<file path="src/rtl/peak_detect.sv">
// peak_detect: slope-driven local max/min detector with a peak-to-peak period counter.
// Define PEAK_DETECT_HYST_EN to require HYST consecutive opposite-slope samples before a turn.
module peak_detect #(
   parameter int WIDTH = 16,
   parameter int CNTW  = 16,
   parameter int HYST  = 2
) (
   input  logic                    clk,
   input  logic                    reset,
   input  logic                    en,
   input  logic signed [WIDTH-1:0] datain,
   input  logic                    eq,
   input  logic                    lt,
   input  logic                    gt,
   output logic                    peak,
   output logic                    trough,
   output logic signed [WIDTH-1:0] peak_val,
   output logic signed [WIDTH-1:0] trough_val,
   output logic        [CNTW-1:0]  period,
   output logic                    period_valid
);

   typedef enum logic [1:0] {
      IDLE    = 2'd0,
      RISING  = 2'd1,
      FALLING = 2'd2
   } state_t;

   state_t                  state_q, state_d;
   logic                    first_q, first_peak_q;
   logic signed [WIDTH-1:0] d_prev_q;
   logic signed [WIDTH-1:0] peak_val_q, peak_val_d;
   logic signed [WIDTH-1:0] trough_val_q, trough_val_d;
   logic        [CNTW-1:0]  cnt_q, cnt_d;
   logic        [CNTW-1:0]  period_q, period_d;
   logic                    peak_q, peak_d;
   logic                    trough_q, trough_d;
   logic                    pv_q, pv_d;
   logic                    up_w, dn_w, turn_w, confirm_w;
   logic signed [WIDTH-1:0] extreme_w;

   function automatic logic [CNTW-1:0] sat_inc(input logic [CNTW-1:0] v);
      return (&v) ? v : v + CNTW'(1);
   endfunction

   // Slope flags of the first sample after reset compare against nothing real.
   assign up_w   = en & ~first_q & gt & ~lt & ~eq;
   assign dn_w   = en & ~first_q & lt & ~gt & ~eq;
   assign turn_w = ((state_q == RISING) & dn_w) | ((state_q == FALLING) & up_w);

`ifdef PEAK_DETECT_HYST_EN
   localparam int RUNW = (HYST < 2) ? 1 : $clog2(HYST);

   logic [RUNW-1:0]         run_q, run_d;
   logic signed [WIDTH-1:0] cand_q, cand_d;

   // The extreme is the sample just before the run started, not the one before confirmation.
   assign confirm_w = turn_w & (run_q == RUNW'(HYST - 1));
   assign extreme_w = (run_q == '0) ? d_prev_q : cand_q;

   always_comb begin
      run_d  = run_q;
      cand_d = cand_q;
      if (en) begin
         if (!turn_w || confirm_w) run_d = '0;
         else                      run_d = run_q + RUNW'(1);
         if (turn_w && (run_q == '0)) cand_d = d_prev_q;
      end
   end

   always_ff @(posedge clk) begin
      if (reset) run_q <= '0;
      else       run_q <= run_d;
   end

   always_ff @(posedge clk) begin
      cand_q <= cand_d;
   end
`else
   assign confirm_w = turn_w;
   assign extreme_w = d_prev_q;

   // HYST has no effect in this build.
   if (HYST < 1) begin : g_hyst_unused
   end
`endif

   always_ff @(posedge clk) begin
      if (reset) state_q <= IDLE;
      else       state_q <= state_d;
   end

   always_comb begin
      state_d = state_q;
      unique case (state_q)
         IDLE: begin
            if (up_w)      state_d = RISING;
            else if (dn_w) state_d = FALLING;
         end
         RISING:  if (confirm_w) state_d = FALLING;
         FALLING: if (confirm_w) state_d = RISING;
         default: state_d = IDLE;
      endcase
   end

   always_comb begin
      peak_d       = confirm_w & (state_q == RISING);
      trough_d     = confirm_w & (state_q == FALLING);
      pv_d         = peak_d & ~first_peak_q;
      peak_val_d   = peak_d ? extreme_w : peak_val_q;
      trough_val_d = trough_d ? extreme_w : trough_val_q;
      cnt_d        = cnt_q;
      period_d     = period_q;
      // Period includes the peak cycle itself; the next interval starts counting after it.
      if (en) begin
         cnt_d = peak_d ? '0 : sat_inc(cnt_q);
         if (peak_d) period_d = sat_inc(cnt_q);
      end
   end

   always_ff @(posedge clk) begin
      if (reset) begin
         first_q      <= 1'b1;
         first_peak_q <= 1'b1;
         peak_q       <= 1'b0;
         trough_q     <= 1'b0;
         pv_q         <= 1'b0;
         cnt_q        <= '0;
      end else begin
         if (en)     first_q      <= 1'b0;
         if (peak_d) first_peak_q <= 1'b0;
         peak_q   <= peak_d;
         trough_q <= trough_d;
         pv_q     <= pv_d;
         cnt_q    <= cnt_d;
      end
   end

   always_ff @(posedge clk) begin
      if (reset) begin
         d_prev_q     <= '0;
         peak_val_q   <= '0;
         trough_val_q <= '0;
         period_q     <= '0;
      end else begin
         if (en) d_prev_q <= datain;
         peak_val_q   <= peak_val_d;
         trough_val_q <= trough_val_d;
         period_q     <= period_d;
      end
   end

   assign peak         = peak_q;
   assign trough       = trough_q;
   assign peak_val     = peak_val_q;
   assign trough_val   = trough_val_q;
   assign period       = period_q;
   assign period_valid = pv_q;

endmodule

</file>
<file path="config.mk">
export PLATFORM = sky130hd
export DESIGN_NAME = peak_detect
export DESIGN_NICKNAME = d
export VERILOG_FILES = /design/src/rtl/peak_detect.sv
export SDC_FILE = /design/constraint.sdc
export NUM_CORES = 1
export LEC_CHECK = 0
export ABC_AREA = 1
export CAP_MARGIN = 20
export CORE_ASPECT_RATIO = 1.75
export CORE_MARGIN = 8
export CORE_UTILIZATION = 35
export CTS_BUF_LIST = sky130_fd_sc_hd__clkbuf_2 sky130_fd_sc_hd__clkbuf_4 sky130_fd_sc_hd__clkbuf_8
export DETAILED_ROUTE_END_ITERATION = 8
export PLACE_DENSITY = 0.55
export SYNTH_ARGS = -nofsm -noshare
export SYNTH_HDL_FRONTEND = slang
export SYNTH_SLANG_ARGS = --single-unit
</file>
<file path="constraint.sdc">
create_clock -name clk -period 2 [get_ports clk]
set_clock_uncertainty 0.05 [all_clocks]
set_input_delay 0.4 -clock clk [delete_from_list [all_inputs] [get_ports clk]]
set_output_delay 0.4 -clock clk [all_outputs]
set_load 0.005 [all_outputs]
</file>
* After elaboration in Yosys (flattened, before gate mapping) *
Index checks and enable logic that the tools add are counted.
W data, S select, Z words.

cells by class
  shift-type cells = 0
  muxes and demuxes = 7
  magnitude comparators = 0
  reductions and logical operators = 4
  $mul = 0
  bitwise gates (word level) = 18
  add/sub/neg operators = 1
  divide/modulo/power cells = 0
  equality and inequality tests = 5

operators with widths
  cell                     count
  $mux W16                 2
  $add A16 B1 Y16 const B  1
  $reduce_and A16 Y1       1
  $and A1 B1 Y1            12
  $mux W2                  4
  $pmux W2 S3              1
  $not A1 Y1               5
  $ne A2 B2 Y1 const B     2
  $ne A3 B3 Y1 const B     1
  $reduce_and A3 Y1        1
  $eq A2 B1 Y1 const B     1
  $eq A2 B2 Y1 const B     1
  $logic_not A2 Y1         1
  $reduce_and A2 Y1        1
  $or A1 B1 Y1             1

word-level totals
  register bits after elaboration = 87
  memories kept = 0
  memory bits (writable) = 0
  output and inout bits = 51
  ROM bits = 0
  latch bits = 0
  input port bits = 22

* Logic depth before layout (Yosys ltp) *
Gate-level depths: netlist of run 1.

  depth after elaboration = 9
  depth in mapped cells = 11
  gate-level depth less buffers = 10

* Worst setup path after synthesis of run 1 *
No wires, ideal clock.

  kind = reg2reg
  from = register cnt_q[0]
  to = register period_q[1] (netlist: period[1])
  buffers on the path = 1
  library setup time = 0.113 ns
  stages on the path, launching flop included = 12
  clock period less this slack = 1.589 ns
  data required time = 1.837 ns
  arrival = 1.425 ns
  slack = 0.411 ns
  path through = dfxtp_1 -> ha_1 -> nand3_1 -> inv_1 -> nand2_1 -> nor2_1 -> inv_1 -> buf_2 -> nand2_1 -> nand2_1 -> o21ai_1 -> inv_1

on the way
  cells in the longest elaborated chain, start to end = 2
  elaborated cells on any way between the ends = 3

RTL lines
  what                                                          line  RTL
  from (decl)                                                   34    logic [CNTW-1:0] cnt_q, cnt_d;
  from (signal assigned)                                        135   cnt_q <= cnt_d;
  $add A16 B1 Y16 / $reduce_and A16 Y1 (equally long branches)  43    return (&v) ? v : v + CNTW'(1);
  $mux W16 *                                                    43
  to (signal assigned)                                          149   period_q <= period_d;
  to (decl)                                                     35    logic [CNTW-1:0] period_q, period_d;

Mark *: on every way between the ends. The rest lies on a longest branch, timed or not.
A chain may end at the register's enable or synchronous reset.

* Worst setup path in the final report of run 1 *
  from = register cnt_q[0]
  to = register cnt_q[12]

on the way
  cells in the longest elaborated chain, start to end = 3
  elaborated cells on any way between the ends = 4

RTL lines
  what                                                          line  RTL
  $add A16 B1 Y16 / $reduce_and A16 Y1 (equally long branches)  43
  $mux W16 *                                                    n/a
  $mux W16 *                                                    116   cnt_d = peak_d ? '0 : sat_inc(cnt_q);

Marked as above.

==> impl_summary.md, run 1 <==
Run status
The run finished with clean final reports.

Yosys
In this run the biggest area consumer among cell types represents approximately 50% of the synthesized area. Synthesis produced a netlist with a net count of 497. Yosys instantiated no cell more often than sky130_fd_sc_hd__nand2_1.

Counting flops with an async set or reset pin after synthesis yields a share of 0%. The post-synthesis sequential area ratio is about 50%. The synthesized instance count is approximately 470. During synthesis, Yosys emitted a total of 0 warnings. A synthesized cell averages around 7.3 um2. Counting instances in the post-synthesis netlist gives the leading cell types as 101 x sky130_fd_sc_hd__nand2_1, 94 x sky130_fd_sc_hd__nor2_1, 87 x sky130_fd_sc_hd__dfxtp_1. The synthesized-area fraction occupied by and/or/nand/nor cells is 27.0%. Summing the areas of all xor and xnor instances in the mapped netlist gives less than 1% of the synthesized area. The most used flip-flop cell after synthesis is sky130_fd_sc_hd__dfxtp_1. In the post-synthesis netlist, the biggest area contributors are sky130_fd_sc_hd__dfxtp_1 50%, sky130_fd_sc_hd__nand2_1 11%, sky130_fd_sc_hd__nor2_1 10%, sky130_fd_sc_hd__o21ai_0 6.3%, sky130_fd_sc_hd__a21oi_1 5.8%. Summing the areas of all compound-gate instances in the mapped netlist gives 14.9% of the synthesized area. The number of synthesized flops with an enable pin is 0.

The dominant combinational cell family by area after synthesis is simple AND/OR/NAND/NOR gates. The summed instance area of the synthesized netlist is roughly 3500 um2. Measured against the total synthesized area, the mux share comes to 0%. Summing the areas of all fa, ha and maj instances in the mapped netlist gives less than 1% of the synthesized area. The post-synthesis register bit count is 87. sky130_fd_sc_hd__dfxtp_1 takes more of the synthesized area than any other cell.

Counting distinct cell types in the post-synthesis netlist gives 28.

Setup path
STA puts the critical path data required time at around 2.2 ns. STA classifies the critical path startpoint as a flip-flop. The slowest stage of the critical path belongs to the cell sky130_fd_sc_hd__dfxtp_1. The setup check on the worst reg-to-reg path leaves a slack of 0.29 ns. The signal arrival time at the worst endpoint is ~1.9 ns. By instance count, the cell type seen most on the critical path is sky130_fd_sc_hd__nand3_1.

The largest stage delay on the critical path is slightly above 0.4 ns. Along the worst path, the maximum fanout reaches 5. The launch point of the worst path is cnt_q[0]$_SDFFE_PP0P_. The category of the most critical setup path is reg -> reg. The worst register-to-register path begins at cnt_q[0]$_SDFFE_PP0P_.

STA classifies the critical path endpoint as a flip-flop. The signal on the critical path passes through ha_1 -> nand3_1 -> inv_1 -> nand2_1 -> buf_4 -> nor2_1 -> nand3b_1 -> nand3_1 -> a21oi_1.

Timing
For the final routed database, the setup TNS stands at 0 ns. The number of hold violations in the final report is 0. After layout, the minimum clock period comes to 1.71 ns.

The number of setup violations in the final report is 0. Measured against its own limit, the worst slew margin works out to 71.3%. The post-layout worst setup margin is about 0.29 ns. After layout, the worst path uses a little under nine tenths of the clock period.

The count of final max-slew check failures is 0. At the pin with the least slew margin, the transition time is between 0.4 and 0.5 ns. Static timing analysis puts the maximum clock frequency at 585 MHz. Setup repair after global routing left no endpoint under its margin.

Floorplanning
The height of the die is about 150 um. The area of the die is between 10,000 and 15,000 um2. The number of ports placed on the die boundary is 73. The effective utilization at floorplan is between 30% and 40%. The region available for standard cell placement spans ~10000 um2. The site row count is 48. The horizontal die dimension is 91.3 um.

Global route
The number of global-route vias before repair is roughly 3,200. The first global-routing pass estimated roughly 15,000 um of wire. The number of antenna violations at the first check in global routing is 0. The overall overflow remaining after global route is 0. The pin count of the biggest net entering global routing is 42. The global routing usage summed across all routing layers is approximately 14%.

Final layout
Fill cells in the final layout number approximately 970. Relative to the synthesized area, the layout overhead comes to 32.5%. The post-route netlist has under 10% of its cells at a drive strength greater than 1. The number of inserted diodes is 0. The layout net count is about 580.

Detailed routing
After detailed routing, the number of remaining DRC violations is 0. The remaining number of nets flagged by the antenna check after routing is 0. The count of vias placed by the detailed router is ~3,200.

The number of DRC violations after detailed-routing iteration 0 is 129. In the final routed layout, each cell accounts on average for ~14 um. For this run, the detailed router's first-pass iteration total came to 4.

In the routed layout, each cell is associated on average with a via count of between 4 and 5. The sum of routed wire length over all layers is roughly 9600 um.

Placed design
During placement, the flow inserted port buffers numbering between 70 and 80. The weighted congestion reported at the end of routability-driven placement is about 0.8. OpenSTA, run right after detailed placement, puts the worst setup slack at ~0.00022 ns.

The wire-length estimate of the detail-placed layout is between 6000 and 7000 um.

CTS
The number of H-tree branching levels is 3. For the worst-skew pair, the clock arrives at the later sink with an insertion delay of roughly 0.36 ns. TritonCTS built the clock tree. TritonCTS created 9 clock buffers. In this run the clock root is driven by a sky130_fd_sc_hd__clkbuf_8. The maximum buffer depth of the clock tree is 2. The post-CTS clock slew at the launch and capture registers of the worst setup and hold paths is 0.09 ns.

The post-cts hold buffer count is 0. Clock tree synthesis found a total of 87 sinks.

Worst hold path
The startpoint identified for the worst hold timing path is first_peak_q$_SDFFE_PP1P_. The path class of the tightest hold or removal check is reg -> reg.

Power
The worst voltage drop across the vdd grid is 554 uV. The cell area power density is approximately 670 nW/um2. The leakage component of the power is around 1.8 nW.

Flow run
The number of maximum-capacitance violations is 0.
cells in the final DEF, fill, tap and decap left out, drive strengths merged, types with 2 or more instances in the layout:
cell,count
buf,21
nor2,95
or2,3
nor3,4
dfxtp,87
clkdlybuf4s50,72
nand2,101
clkinv,5
xor2,2
nand3b,2
o21a,4
nand3,18
a21oi,40
inv,30
clkbuf,10
nand4,3
o21ai,56
per-stage QoR:
stage	cells	instance area (um2)	hold WS [ns]	utilization, %	power (mW)
5_1_grt	683	4600	0.390	47.0	3.20
6_report	683	4600	0.379	47.0	3.07
3_5_place_dp	667	4420	0.367	45.1	1.99
4_1_cts	683	4600	0.381	47.0	3.11
2_1_floorplan	474	3470	0.352	-	1.89
3_3_place_gp	667	4420	0.366	45.1	1.99
cell families (layout without fill, tap and decap cells):
family / count (synthesis) / after routing
simple gates: 227 / 227
compound gates: 101 / 101
flops: 87 / 87
buf+inv: 55 / 139
xor+xnor: 3 / 3
fa+ha+maj: 1 / 1
state kept, by name, indices dropped and copies added (netlist names):
signal	flops
cnt_q	16
d_prev_q	16
peak_val	16
period_valid	1
first_peak_q	1
peak	1
first_q	1
trough_val	16
period	16
state_q	2
trough	1
path summary, 6_finish.rpt:
path	cells past startpoint	endpoint
max reg2reg	9	cnt_q[12]$_SDFFE_PP0P_
min reg2reg	1	period_valid$_SDFF_PP0_
max	9	cnt_q[12]$_SDFFE_PP0P_
min	1	period_valid$_SDFF_PP0_
critical path, delay by kind of cell (launching register included):
family / cells / cell delay [ns]
DFF: 1 / 0.41
and+or+nand+nor: 5 / 0.61
adders and majority gates: 1 / 0.20
buffers and inverters: 2 / 0.24
AOI/OAI and AO/OA: 1 / 0.06
per-layer routing:
metal	global-route usage, %	vias to the layer above	wire, um
met3	4.11	12	391
met4	6.27	0	211
met1	14.2	1457	3820
met2	26.6	61	5140
met5	0	-	0
li1	-	1676	-
report_power, final:
part | switching [mW] | total (mW) | internal, mW | leakage, nW
logic | 0.0899 | 0.167 | 0.0767 | 1.05
clock network | 0.653 | 1.12 | 0.472 | 0.0898
registers | 0.0223 | 1.78 | 1.76 | 0.705
timing repair:
action,CTS,global route
resized for setup,0,1
endpoints found under the setup margin,0,1
setup buffers,0,0
area by class of cell:
| cell class | count | area [um2] | area share (%) |
|---|---|---|---|
| repair buffers | 93 | 916 | 19.9 |
| well taps | 125 | 156 | 3.40 |
| clock buffers | 10 | 131 | 2.86 |
| flip-flops and latches | 87 | 1740 | 37.9 |
| multi-input cells | 332 | 1490 | 32.5 |
| clock inverters | 6 | 47.5 | 1.03 |
| inverters | 30 | 113 | 2.45 |
Power figures use the tool's default switching activity.
==> run 2, diff against run 1 <==
--- a/config.mk
+++ b/config.mk
@@ -13,6 +13,7 @@
 export CTS_BUF_LIST = sky130_fd_sc_hd__clkbuf_2 sky130_fd_sc_hd__clkbuf_4 sky130_fd_sc_hd__clkbuf_8
 export DETAILED_ROUTE_END_ITERATION = 8
 export PLACE_DENSITY = 0.55
+export RECOVER_POWER = 50
 export SYNTH_ARGS = -nofsm -noshare
 export SYNTH_HDL_FRONTEND = slang
 export SYNTH_SLANG_ARGS = --single-unit
==> impl_summary.md, run 2 (synthesis results as in run 1) <==
Timing
The final-layout worst hold slack is around 0.38 ns. The headroom to the max-slew limit is 47.8%. The transition time at the pin with the least slew margin is ~0.78 ns.

Setup violations remaining at the end of the flow were counted as 0. Setup repair after global routing left no endpoint under its margin. The count of final max-slew check failures came to 0. The final clock period utilization by the worst path is between 90% and 100%. The minimum clock period after layout is around 1.8 ns. Static timing analysis puts the maximum clock frequency at 550 MHz.

The number of hold violations in the final report came to 0. The post-layout worst setup margin is 0.181 ns. The final setup TNS is 0 ns.

Setup path
Of all nets on the critical path, the largest fanout is 16. STA puts the critical path data required time at about 2.2 ns. STA classifies the critical path endpoint as a flip-flop. In this run the critical register-to-register path is launched from cnt_q[0]$_SDFFE_PP0P_.

The register-to-register path setup slack is a little under 0.3 ns. Among all stages on the critical path, the largest delay is contributed by sky130_fd_sc_hd__dlygate4sd3_1. Traced cell by cell, the critical path runs through dlygate4sd3_1 -> inv_2 -> nor3_4 -> clkbuf_4 -> nand4_1 -> nor2_1 -> inv_2 -> nor2_1 -> nor2_1. The endpoint identified for the worst register-to-register timing path is cnt_q[12]$_SDFFE_PP0P_.

For the worst setup path, the data arrival time is slightly above 2 ns. The number of cells on the worst reg-to-reg path is 9. Among the stages of the critical path, the cell type that occurs most often is sky130_fd_sc_hd__nor2_1. The type of element launching the critical path is an input pin. The largest stage delay on the critical path is approximately 0.6 ns. The category of the most critical setup path is in -> reg.

Flow run
Max-cap violations in this run came to 0.

Floorplanning
After floorplanning, the core was sized to cover roughly 9800 um2. The site row count is 48. The effective utilization at floorplan is a little over a third. The height of the die is roughly 150 um. The horizontal die dimension is around 90 um. In this run the count of I/O pins placed on the die edge is between 70 and 80. The area of the die is 13,500 um2.

Global route
The number of global-route vias before repair is between 3,000 and 4,000. The number of antenna violations at the first check in global routing is 0. The global routing usage summed across all routing layers is between 10 and 15%.

The global-route wire length before repair is ~15,000 um. The overall overflow remaining after global route is 0. Entering global routing, the biggest net connects 42 pins.

Detailed routing
The sum of routed wire length over all layers is roughly 9600 um. Dividing the detail-routed via count by the number of cells gives around 4.7. After detailed routing, the number of remaining DRC violations is 0. The per-cell routed wire length is 14.0 um. Once detail routing completed, the nets flagged for antenna violations numbered 0. After the first detailed-routing iteration, the DRC count stood at 161. The first detailed-routing pass ran for 4 iterations.

The routed layout has approximately 3,200 vias.

Placed design
The congestion estimate from routability-driven global placement came to 0.821. The total placed instance area is ~4400 um2. The number of buffer cells added on primary ports is between 70 and 80.

The wire-length estimate of the detail-placed layout is 6850 um. The worst-case setup slack after placement is between 0.0002 and 0.00025 ns. The number of placed instances, taps included, is 667.

Final layout
The layout net count is roughly 580. The number of standard cells in the final layout excluding fillers is 683. 0 antenna diodes ended up in the layout. The commonest non-fill, non-tap cell in the layout is sky130_fd_sc_hd__nand2_1. The final standard cell area without fillers is roughly 4600 um2. The proportion of layout cells with a drive suffix above 1 is ~8%.

The share of the core filled with cells is a little under half. Leaving out fill and tap cells, the most frequent cells in the layout are 101 x sky130_fd_sc_hd__nand2_1, 95 x sky130_fd_sc_hd__nor2_1, 87 x sky130_fd_sc_hd__dfxtp_1, 61 x sky130_fd_sc_hd__clkdlybuf4s50_1, 44 x sky130_fd_sc_hd__o21ai_0. Fill cells in the final layout number 978.

The area growth from synthesis to layout is 31.9%.

Power
For this design the total switching power over the nets is 0.763 mW. The worst voltage drop across the vdd grid is roughly 550 uV. Of the total power, registers draw 58.0%. The cell area power density is between 600 and 700 nW/um2. The internal cell power is between 2 and 2.5 mW. The proportion of total power due to net switching is roughly a quarter. The portion of total power attributed to combinational logic is around 5.4%. Summed over all cells, the static leakage comes to 1.88 nW. The share of total power in the clock network is 36.6%. The power after layout is 3.07 mW.

CTS
The CTS tree is yes. Post-CTS timing repair inserted 0 buffers for setup. The number of H-tree branching levels is 3. The post-cts hold buffer count is 0. The CTS buffer count is 9.

No sink is reached through more buffers than the 2 on the longest clock path. The post-CTS clock slew at the launch and capture registers of the worst setup and hold paths is 0.09 ns. The clock latency of the later-clocked register in the worst-skew pair is 0.36 ns. Clock tree synthesis found a total of between 80 and 90 sinks. Clock tree synthesis selected as its root buffer the cell sky130_fd_sc_hd__clkbuf_8.

Worst hold path
The worst hold path terminates at period_valid$_SDFF_PP0_. In this run the most critical hold path is launched from first_peak_q$_SDFFE_PP1P_. In this run the worst hold path is classified as reg -> reg. The number of stages on the worst hold path is 1.

Run status
The flow ran to the end, and the final reports show no timing, DRC or antenna violations.
-- run 2: changes by cell type in the layout (fill, tap and decap cells not counted), sizes merged --
cell           delta
clkdlybuf4s50    -11
dlygate4sd3      +11
clkbuf            +4
buf               -4
-- run 2: power by group through the flow --
stage / logic (mW) / registers [mW] / clock network (mW)
after CTS: 0.169 / 1.78 / 1.16
final: 0.164 / 1.78 / 1.12
after floorplan: 0.0790 / 1.82 / 0
after global placement: 0.167 / 1.82 / 0
after detailed placement: 0.168 / 1.82 / 0
after global routing: 0.181 / 1.79 / 1.23
-- run 2: what timing repair did --
action	CTS	global route
endpoints found under the setup margin	0	1
endpoints found under the hold margin	0	0
resized for setup	0	1
-- run 2: worst max-delay path: cells and delay by family --
family / cells / cell delay (ns)
and+or+nand+nor: 5 / 0.61
buffers and inverters: 4 / 1.01
-- run 2: worst max-delay path by stage --
stage	endpoint	cells past startpoint	slack, ns	from
finish	trough_val[5]$_SDFFE_PP0P_	9	0.18	en
global route	trough_val[13]$_SDFFE_PP0P_	9	0.06	en
CTS	period[0]$_SDFFE_PP0P_	10	0.21	cnt_q[0]$_SDFFE_PP0P_
detailed placement	trough_val[5]$_SDFFE_PP0P_	9	0.0002	en
global placement	trough_val[3]$_SDFFE_PP0P_	9	0.01	en
floorplan	period[1]$_SDFFE_PP0P_	11	0.41	cnt_q[0]$_SDFFE_PP0P_
-- run 2: area by class of cell --
cell class | count | area (um2) | share of cell area (%)
Multi-Input combinational cell | 332 | 1480 | 32.3
Timing Repair Buffer | 93 | 908 | 19.8
Clock buffer | 10 | 131 | 2.87
Sequential cell | 87 | 1740 | 38.1
Clock inverter | 6 | 47.5 | 1.04
Inverter | 30 | 113 | 2.46
Tap cell | 125 | 156 | 3.42
-- run 2: layer usage --
metal / vias up / wire (um) / global-route usage, %
met3: 12 / 405 / 4.11
li1: 1680 / - / -
met5: - / 0 / 0
met2: 64 / 5170 / 26.6
met4: 0 / 210 / 6.27
met1: 1469 / 3790 / 14.2
